$ cat config.mk
export PLATFORM = sky130hd
export DESIGN_NAME = uart_cmd_decode_flat
export DESIGN_NICKNAME = d
export VERILOG_FILES = /design/src/rtl/uart_cmd_decode_if.sv /design/src/rtl/uart_cmd_decode.sv /design/src/flat_wrapper.sv
export SDC_FILE = /design/constraint.sdc
export NUM_CORES = 1
export LEC_CHECK = 0
export ABC_AREA = 1
export CORE_MARGIN = 4
export CORE_UTILIZATION = 40
export DETAILED_ROUTE_END_ITERATION = 10
export HOLD_SLACK_MARGIN = 0.08
export MAX_ROUTING_LAYER = met4
export PLACE_DENSITY = 0.6
export SLEW_MARGIN = 20
export SYNTH_ARGS = -nofsm -noshare
export SYNTH_HDL_FRONTEND = slang
export SYNTH_SLANG_ARGS = --single-unit
$ cat constraint.sdc
create_clock -name clk -period 8.1 [get_ports clk]
set_input_delay 0.81 -clock clk [delete_from_list [all_inputs] [get_ports clk]]
set_output_delay 0.81 -clock clk [all_outputs]
set_load 0.005 [all_outputs]
$ cat src/rtl/uart_cmd_decode_if.sv
// Byte-stream and payload-FIFO signals between uart_rx, uart_cmd_decode and the SDRAM write side.
// Handshakes: po_flag is a one-cycle valid with no ready; the producer never stalls.
// wfifo_rd_en pops only when wfifo_empty=0, and the byte appears on wfifo_rd_data one cycle later.
interface uart_cmd_decode_if #(
    parameter int FIFO_DEPTH = 16
);
    localparam int CW = $clog2(FIFO_DEPTH) + 1;

    logic          po_flag;
    logic [7:0]    rx_data;
    logic          wr_trig;
    logic          rd_trig;
    logic          frame_err;
    logic          wfifo_rd_en;
    logic [7:0]    wfifo_rd_data;
    logic          wfifo_empty;
    logic [CW-1:0] wfifo_cnt;

    modport slave (
        input  po_flag, rx_data, wfifo_rd_en,
        output wr_trig, rd_trig, frame_err, wfifo_rd_data, wfifo_empty, wfifo_cnt
    );

    modport master (
        output po_flag, rx_data, wfifo_rd_en,
        input  wr_trig, rd_trig, frame_err, wfifo_rd_data, wfifo_empty, wfifo_cnt
    );
endinterface

$ cat src/rtl/uart_cmd_decode.sv
// Parses UART header/command/payload frames into SDRAM write/read triggers.
// Write payload is staged in a FIFO and becomes visible to the reader only on frame completion.
module uart_cmd_decode #(
    parameter int         WR_LEN      = 4,
    parameter int         FIFO_DEPTH  = 16,
    parameter int         TIMEOUT_CYC = 200000,
    parameter logic [7:0] HDR         = 8'h55,
    parameter logic [7:0] CMD_WR      = 8'hAA,
    parameter logic [7:0] CMD_RD      = 8'hA5
) (
    input  logic              clk,
    input  logic              rst,
    uart_cmd_decode_if.slave  bus,
    output logic [1:0]        dbg_state_o
);
    localparam int AW = $clog2(FIFO_DEPTH);
    localparam int CW = AW + 1;
    localparam int TW = $clog2(TIMEOUT_CYC + 1);
    localparam logic [CW-1:0] DEPTH_C  = CW'(FIFO_DEPTH);
    localparam logic [CW-1:0] LEN_C    = CW'(WR_LEN);
    localparam logic [CW-1:0] LEN_LAST = CW'(WR_LEN - 1);
    localparam logic [TW-1:0] TMO_LAST = TW'(TIMEOUT_CYC - 1);

    typedef enum logic [1:0] {
        S_IDLE  = 2'd0,
        S_CMD   = 2'd1,
        S_WDATA = 2'd2
    } state_e;

    state_e        state_q, state_d;
    // Pointers carry one extra wrap bit so a full FIFO is distinguishable from empty.
    logic [CW-1:0] wr_ptr_q, wr_ptr_d;
    logic [CW-1:0] commit_ptr_q, commit_ptr_d;
    logic [CW-1:0] rd_ptr_q;
    logic [CW-1:0] bcnt_q, bcnt_d;
    logic [TW-1:0] tmo_q, tmo_d;
    logic          wr_trig_q, wr_trig_d;
    logic          rd_trig_q, rd_trig_d;
    logic          err_q, err_d;
    logic [7:0]    rd_data_q;
    logic [7:0]    mem_q [FIFO_DEPTH];
    logic [CW-1:0] cnt;
    logic          pop;
    logic          mem_we;
    logic          space_ok;

    assign cnt      = commit_ptr_q - rd_ptr_q;
    assign pop      = bus.wfifo_rd_en && (cnt != '0);
    assign space_ok = (DEPTH_C - cnt) >= LEN_C;

    always_comb begin
        state_d      = state_q;
        wr_ptr_d     = wr_ptr_q;
        commit_ptr_d = commit_ptr_q;
        bcnt_d       = bcnt_q;
        tmo_d        = '0;
        wr_trig_d    = 1'b0;
        rd_trig_d    = 1'b0;
        err_d        = 1'b0;
        mem_we       = 1'b0;

        case (state_q)
            S_IDLE: begin
                if (bus.po_flag && bus.rx_data == HDR) state_d = S_CMD;
            end
            S_CMD: begin
                if (bus.po_flag) begin
                    if (bus.rx_data == CMD_RD) begin
                        rd_trig_d = 1'b1;
                        state_d   = S_IDLE;
                    end else if (bus.rx_data == CMD_WR && space_ok) begin
                        bcnt_d   = '0;
                        wr_ptr_d = commit_ptr_q;
                        state_d  = S_WDATA;
                    end else begin
                        err_d   = 1'b1;
                        state_d = S_IDLE;
                    end
                end
            end
            S_WDATA: begin
                if (bus.po_flag) begin
                    mem_we   = 1'b1;
                    wr_ptr_d = wr_ptr_q + 1'b1;
                    if (bcnt_q == LEN_LAST) begin
                        commit_ptr_d = wr_ptr_q + 1'b1;
                        wr_trig_d    = 1'b1;
                        state_d      = S_IDLE;
                    end else begin
                        bcnt_d = bcnt_q + 1'b1;
                    end
                end
            end
            default: state_d = S_IDLE;
        endcase

        // A byte arriving in the timeout cycle wins because only idle cycles count.
        if (state_q != S_IDLE && !bus.po_flag) begin
            if (tmo_q == TMO_LAST) begin
                err_d    = 1'b1;
                wr_ptr_d = commit_ptr_q;
                state_d  = S_IDLE;
            end else begin
                tmo_d = tmo_q + 1'b1;
            end
        end
    end

    always_ff @(posedge clk) begin
        if (rst) begin
            state_q      <= S_IDLE;
            wr_ptr_q     <= '0;
            commit_ptr_q <= '0;
            rd_ptr_q     <= '0;
            bcnt_q       <= '0;
            tmo_q        <= '0;
            wr_trig_q    <= 1'b0;
            rd_trig_q    <= 1'b0;
            err_q        <= 1'b0;
            rd_data_q    <= 8'h00;
        end else begin
            state_q      <= state_d;
            wr_ptr_q     <= wr_ptr_d;
            commit_ptr_q <= commit_ptr_d;
            bcnt_q       <= bcnt_d;
            tmo_q        <= tmo_d;
            wr_trig_q    <= wr_trig_d;
            rd_trig_q    <= rd_trig_d;
            err_q        <= err_d;
            if (pop) begin
                rd_ptr_q  <= rd_ptr_q + 1'b1;
                rd_data_q <= mem_q[rd_ptr_q[AW-1:0]];
            end
        end
    end

    // Writes only target uncommitted slots, so they never collide with a pop.
    always_ff @(posedge clk) begin
        if (mem_we) mem_q[wr_ptr_q[AW-1:0]] <= bus.rx_data;
    end

    assign bus.wr_trig       = wr_trig_q;
    assign bus.rd_trig       = rd_trig_q;
    assign bus.frame_err     = err_q;
    assign bus.wfifo_rd_data = rd_data_q;
    assign bus.wfifo_empty   = (cnt == '0);
    assign bus.wfifo_cnt     = cnt;
    assign dbg_state_o       = state_q;
endmodule

$ cat src/flat_wrapper.sv
// flat-port wrapper written by rule: the top's interface ports become plain ports
module uart_cmd_decode_flat 
#(
    parameter int         WR_LEN      = 4,
    parameter int         FIFO_DEPTH  = 16,
    parameter int         TIMEOUT_CYC = 200000,
    parameter logic [7:0] HDR         = 8'h55,
    parameter logic [7:0] CMD_WR      = 8'hAA,
    parameter logic [7:0] CMD_RD      = 8'hA5
)
  (clk, rst, dbg_state_o, bus_po_flag, bus_rx_data, bus_wfifo_rd_en, bus_wr_trig, bus_rd_trig, bus_frame_err, bus_wfifo_rd_data, bus_wfifo_empty, bus_wfifo_cnt);
  uart_cmd_decode_if #(.FIFO_DEPTH(FIFO_DEPTH)) bus_i ();
  input  logic clk;
  input  logic rst;
  output logic [1:0] dbg_state_o;
  input wire logic [$bits(bus_i.po_flag)-1:0] bus_po_flag;
  input wire logic [$bits(bus_i.rx_data)-1:0] bus_rx_data;
  input wire logic [$bits(bus_i.wfifo_rd_en)-1:0] bus_wfifo_rd_en;
  output wire logic [$bits(bus_i.wr_trig)-1:0] bus_wr_trig;
  output wire logic [$bits(bus_i.rd_trig)-1:0] bus_rd_trig;
  output wire logic [$bits(bus_i.frame_err)-1:0] bus_frame_err;
  output wire logic [$bits(bus_i.wfifo_rd_data)-1:0] bus_wfifo_rd_data;
  output wire logic [$bits(bus_i.wfifo_empty)-1:0] bus_wfifo_empty;
  output wire logic [$bits(bus_i.wfifo_cnt)-1:0] bus_wfifo_cnt;
  assign bus_i.po_flag = bus_po_flag;
  assign bus_i.rx_data = bus_rx_data;
  assign bus_i.wfifo_rd_en = bus_wfifo_rd_en;
  assign bus_wr_trig = bus_i.wr_trig;
  assign bus_rd_trig = bus_i.rd_trig;
  assign bus_frame_err = bus_i.frame_err;
  assign bus_wfifo_rd_data = bus_i.wfifo_rd_data;
  assign bus_wfifo_empty = bus_i.wfifo_empty;
  assign bus_wfifo_cnt = bus_i.wfifo_cnt;
  uart_cmd_decode #(.WR_LEN(WR_LEN), .FIFO_DEPTH(FIFO_DEPTH), .TIMEOUT_CYC(TIMEOUT_CYC), .HDR(HDR), .CMD_WR(CMD_WR), .CMD_RD(CMD_RD)) u_core (.clk(clk), .rst(rst), .bus(bus_i), .dbg_state_o(dbg_state_o));
endmodule
==> Word level (Yosys, flattened, before mapping) <==
Memories as Yosys holds them, arrays and structs flattened. A register that Yosys moved wholly into a read port is not among the register bits.
Cells that the tools add are included.
{ "word_totals": {"ramBits": 128, "mem_count": 1, "ff_bits": 43, "input_bits": 12} }
{ "classes": {"magnitude_cmp": 1, "muxes": 34, "reduce_logical": 15, "add_sub_neg": 6, "n_eq_ne": 12, "bitwise": 4} }
{ "mem_list": {"columns": ["name", "depth", "word_bits", "rd", "rd_clocked_by_memory_dff", "write_ports", "line_no", "source"], "rows": [
  ["u_core.mem_q", 16, 8, 1, 1, 1, "uart_cmd_decode.sv:41", "logic [7:0] mem_q [FIFO_DEPTH];"]
]} }
{ "op_table": {"columns": ["operator", "count"], "rows": [
  ["two-way mux 5 bit", 11],
  ["case mux 5 bit (2 select lines)", 2],
  ["adder 18 x 1 -> 18 bit (second input constant)", 1],
  ["== test 18 bit (second input constant)", 1],
  ["== test 8 bit (second input constant)", 2],
  ["two-way mux 2 bit", 8],
  ["adder 5 x 1 -> 5 bit (second input constant)", 3],
  ["two-way mux 1 bit", 12],
  ["OR reduction 3 bit", 3],
  ["== test 8 x 7 -> 1 bit (second input constant)", 1],
  ["inequality test 2 bit (second input constant)", 4],
  ["case mux 2 bit (3 select lines)", 1],
  ["AND reduction 6 bit", 1],
  ["== test 5 x 2 -> 1 bit (second input constant)", 1],
  ["greater-or-equal comparator 5 x 3 -> 1 bit (second input constant)", 1],
  ["zero test 5 bit", 1],
  ["nonzero test 5 bit", 1],
  ["subtractor 5 bit", 1],
  ["subtractor 5 bit (first input constant)", 1],
  ["logical AND 1 bit", 4],
  ["NOT 1 bit", 4],
  ["nonzero test 2 bit", 2],
  ["AND reduction 3 bit", 1],
  ["== test 2 x 1 -> 1 bit (second input constant)", 1],
  ["4 further kinds", 4]
]} }

==> Longest topological paths before layout <==
{ "logic_depth": {"word_depth": 10, "depth_mapped": 19} }

==> Worst setup path before layout <==
No wires, ideal clock.
{ "synth_timing": {"path_kind": "register to register", "startpoint": "register u_core.rd_ptr_q[1]", "endpoint": "register u_core.rd_ptr_q[4]", "path_slack_ps": 5383, "required_ps": 7968, "t_arrival_ps": 2585, "synth_period_minus_slack_ps": 2717, "setup_ps": 132, "path_buffers": 1, "path_stages_with_launch": 13, "path_cell_list": "dfxtp_1 inv_1 clkbuf_1 fa_1 a21oi_1 o21bai_1 xnor2_1 ha_1 nor2_1 inv_1 nor3_1 and3_1 nor3_1"} }
{ "synth_between": {"elab_chain_len": 3} }
{ "synth_lines": {"columns": ["item", "line_no", "source"], "rows": [
  ["start, declared", "uart_cmd_decode.sv:34", "logic [CW-1:0] rd_ptr_q;"],
  ["start signal, assigned", "uart_cmd_decode.sv:131", "rd_ptr_q <= rd_ptr_q + 1'b1;"],
  ["subtractor 5 bit", "uart_cmd_decode.sv:47", "assign cnt = commit_ptr_q - rd_ptr_q;"],
  ["nonzero test 5 bit", "uart_cmd_decode.sv:48", "assign pop = bus.wfifo_rd_en && (cnt != '0);"],
  ["logical AND 1 bit", "uart_cmd_decode.sv:48", null]
]} }
Parallel ways exist; a longest one is shown, timed or not.
A chain may end at the register's enable or synchronous reset.

==> Worst setup path in the final report <==
{ "layout_timing": {"startpoint": "register u_core.rd_ptr_q[1]", "endpoint": "output port bus_wfifo_empty"} }
{ "layout_between": {"elab_chain_len": 2} }
{ "layout_lines": {"columns": ["item", "line_no", "source"], "rows": [
  ["subtractor 5 bit", "uart_cmd_decode.sv:47", null],
  ["zero test 5 bit", "uart_cmd_decode.sv:146", "assign bus.wfifo_empty = (cnt == '0);"],
  ["end, declared", "flat_wrapper.sv:23", "output wire logic [$bits(bus_i.wfifo_empty)-1:0] bus_wfifo_empty;"]
]} }
No other way between the ends.

==> metrics.md <==
| Metric | Value |
|---|---|
| Part of the cycle the worst path needs | `about half` |
| Post-DP HPWL | `11,770 um` |
| Fmax | `240.5 MHz` |
| Hold path startpoint | `u_core.tmo_q[0]` |
| Placement Setup Slack | `slightly above 4 ns` |
| # IOs | `31` |
| Startpoint Class | `register` |
| Avg Vias per Cell | `between 5 and 6` |
| Die X | `approximately 150 um` |
| Post-route DRC | `0` |
| Initial Util | `between 40% and 50%` |
| Core area | `0.01896 mm^2` |
| LEAKAGE | `2.991 nW` |
| CTS tree | `done` |
| Post-DRT Antenna Nets | `0` |
| Pin count of the biggest net entering global routing | `68` |
| DRT Wirelength | `18,140 um` |
| WP data arrival | `3.35 ns` |
| Cts repair resizes | `0` |
| Tmin final | `4.157 ns` |
| M1 GR Usage | `22.99%` |
| Slew HR | `27.69%` |
| Area grow syn2layout | `13.83%` |
| Endpoints failing hold | `0` |
| Tightest Hold Check Type | `reg -> reg` |
| PwrDens | `around 220 mW/mm^2` |
| First-pass GRT wire length | `28,970 um` |
| Vias in the first global route | `5,309` |
| # rows | `50` |
| Reg2reg end | `u_core.rd_ptr_q[4]` |
| Initial antenna violation count | `0` |
| Cell area after layout | `0.008885 mm^2` |
| Data required, critical path | `around 7.3 ns` |
| Sequential cell area fraction in the yosys report | `62.33%` |
| Average routed wire per standard cell | `17.36 um` |
| Critical path fanouts, max | `35` |
| Max-slew violation count | `0` |
| Status | `finished clean` |
| M3 GR Usage | `4.047%` |
| ANT cells | `0` |
| Worst Reg2Reg Path Length in Cells | `12` |
| Final Worst Setup Slack | `3.943 ns` |
| Tot Pwr | `1.919 mW` |
| Skew-Pair Late Insertion Delay | `roughly 0.43 ns` |
| Met2 usage | `27.83%` |
| Yosys reg bits | `179` |
| Endpoint class of the critical path | `output port` |
| Reg2Reg Setup Slack | `around 4.4 ns` |
| Syn_nets | `775` |
| # clock sinks | `about 180` |
| Via count | `between 5k and 6k` |
| Final clock skew | `0.008296 ns` |
| Nets | `801` |
| Max-cap violations | `0` |
| Clock buffer count from CTS | `17` |
| Drt initial violations | `464` |
| GRT busiest layer | `met2` |
| Total GRT Usage | `17.63%` |
| First-pass DRT Iterations | `5` |
| Postcts setup bufs | `0` |
| GPL Wtd Cong | `0.8818` |
| Sum Neg Setup Slack | `0 ns` |
| Crit Path Category | `reg -> out` |
| Yosys cell types | `42` |
| Final setup violating endpoints | `0` |
| Syn Std Cell Area | `roughly 0.0078 mm^2` |
| Share of layout cells above drive strength 1 | `8.025%` |
| Worst-path clk slew | `~0.060 ns` |
| Worst r2r src | `u_core.rd_ptr_q[2]` |
| Hold path endpoint | `u_core.tmo_q[0]` |
| Synth Warn # | `0` |
| Hold path depth | `1` |
| Global route total overflow | `0` |
| CTS Hold Bufs | `0` |
| Mean post-synth cell area | `between 10 and 15 um^2` |
| Worst Max-Slew Pin Slew | `1.083 ns` |
| Root Driver | `clkbuf_16` |
| Die footprint | `approximately 0.022 mm^2` |
| Post-Syn Instances | `746` |
| I/O Buffers | `30` |
| Clk buf depth | `2` |
| Die Span Y | `around 150 um` |
| H-tree depth | `4` |
| RSZ-0062 raised after global routing | `no` |
| Worst vdd ir | `around 0.00014 V` |
| Layout Utilization | `46.87%` |
| Placed cell area | `0.008364 mm^2` |
-- worst max-delay path by stage --
| stage | startpoint | to | slack, ns | cells after the start |
|---|---|---|---|---|
| 3_5_place_dp | u_core.rd_ptr_q[2] | u_core.rd_ptr_q[4] | 4.04 | 12 |
| 4_1_cts | u_core.rd_ptr_q[1] | bus_wfifo_empty | 3.89 | 9 |
| 2_1_floorplan | u_core.rd_ptr_q[1] | u_core.rd_ptr_q[4] | 5.38 | 12 |
| 6_report | u_core.rd_ptr_q[1] | bus_wfifo_empty | 3.94 | 9 |
| 5_1_grt | u_core.rd_ptr_q[2] | bus_wfifo_empty | 3.66 | 9 |
| 3_3_place_gp | u_core.rd_ptr_q[2] | u_core.rd_ptr_q[4] | 4.18 | 12 |
-- worst max-delay path: stages, from the launching register on --
cell             delay, ns
dfxtp_1               0.32
inv_1                 0.78
fa_1                  0.58
nor2_1                0.17
inv_1                 0.06
nor2_1                0.15
nand3_2               0.10
inv_1                 0.06
ha_1                  0.17
clkdlybuf4s50_1       0.52
-- per-layer routing --
layer  up-vias  wire (um)  part of all wire, %
met5         -          0                    0
met4         0        292                  1.6
met3        30       1182                  6.5
met2       187       8663                   48
met1      2709       8002                   44
li1       2702          -                    -
-- flip-flops by register name, indices dropped and copies added, names as in the netlist --
register	flops
u_core.mem_q	128
u_core.tmo_q	18
u_core.bus.wfifo_rd_data	8
u_core.bcnt_q	5
u_core.commit_ptr_q	5
u_core.rd_ptr_q	5
u_core.wr_ptr_q	5
u_core.dbg_state_o	2
u_core.bus.frame_err	1
u_core.bus.rd_trig	1
u_core.bus.wr_trig	1
-- layout make-up --
type | count | area (um^2)
clock inverters | 12 | 81.33
flip-flops and latches | 179 | 4866
multi-input cells | 476 | 2586
clock buffers | 20 | 436.7
inverters | 59 | 221.5
fillers | 1728 | 10070
repair buffers | 39 | 367.9
well taps | 260 | 325.3
-- synth_stat cells (all sizes together) --
| cell | instances | area [um^2] |
|---|---|---|
| a21o | 1 | 7.510 |
| inv | 58 | 217.7 |
| nor3 | 16 | 95.09 |
| edfxtp | 128 | 3844 |
| nand2 | 88 | 355.3 |
| nor3b | 5 | 47.54 |
| xor2 | 6 | 52.55 |
| clkinv | 1 | 3.750 |
| o211ai | 8 | 65.06 |
| a21oi | 32 | 160.2 |
| o21a | 1 | 7.510 |
| and3 | 1 | 6.260 |
| o21ai | 91 | 459.2 |
| dfxtp | 51 | 1021 |
| clkbuf | 21 | 78.83 |
| o221ai | 13 | 113.9 |
| xnor2 | 3 | 26.28 |
| nand3 | 32 | 190.2 |
| fa | 1 | 20.02 |
| a31oi | 1 | 6.260 |
| nor2 | 113 | 444.2 |
| or2 | 3 | 18.77 |
| nor4 | 5 | 31.28 |
| a41oi | 9 | 78.83 |
| o21bai | 2 | 15.01 |
| or3 | 1 | 7.510 |
| nand4 | 9 | 56.30 |
| ha | 16 | 200.2 |
| buf | 11 | 56.30 |
| o22ai | 19 | 118.9 |
-- per-stage QoR --
stage,instances,hold slack (ns)
after floorplan,746,0.4396
after global placement,1013,0.4625
after detailed placement,1013,0.4767
final,1045,0.4812
after global routing,1045,0.5229
after CTS,1045,0.4917
-- kinds of logic (layout without fill, tap and decap cells) --
group	count (synthesis)	after routing	synth area share [%]
buffers and inverters	91	130	4.569
xor gates and xnor gates	9	9	1.010
DFF	179	179	62.33
AOI/OAI and AO/OA	177	177	13.23
adders and majority gates	17	17	2.821
and+or+nand+nor	273	273	16.05
-- power by group --
part | switching, mW | internal (mW) | leakage, nW
combinational | 0.125 | 0.0702 | 1.17
sequential | 0.00680 | 0.986 | 1.56
clock | 0.339 | 0.392 | 0.257
total | 0.470 | 1.45 | 2.99
-- cell usage in the layout, fill, tap and decap left out, types with 17 or more instances in the layout --
cell type        count
o22ai_1             19
inv_1               58
a21oi_1             32
dfxtp_1             50
nor2_1             108
nand2_1             82
o21ai_0             90
clkbuf_16           17
edfxtp_1           128
clkdlybuf4s50_1     30
nand3_1             26
(Power assumes the default switching activity.)
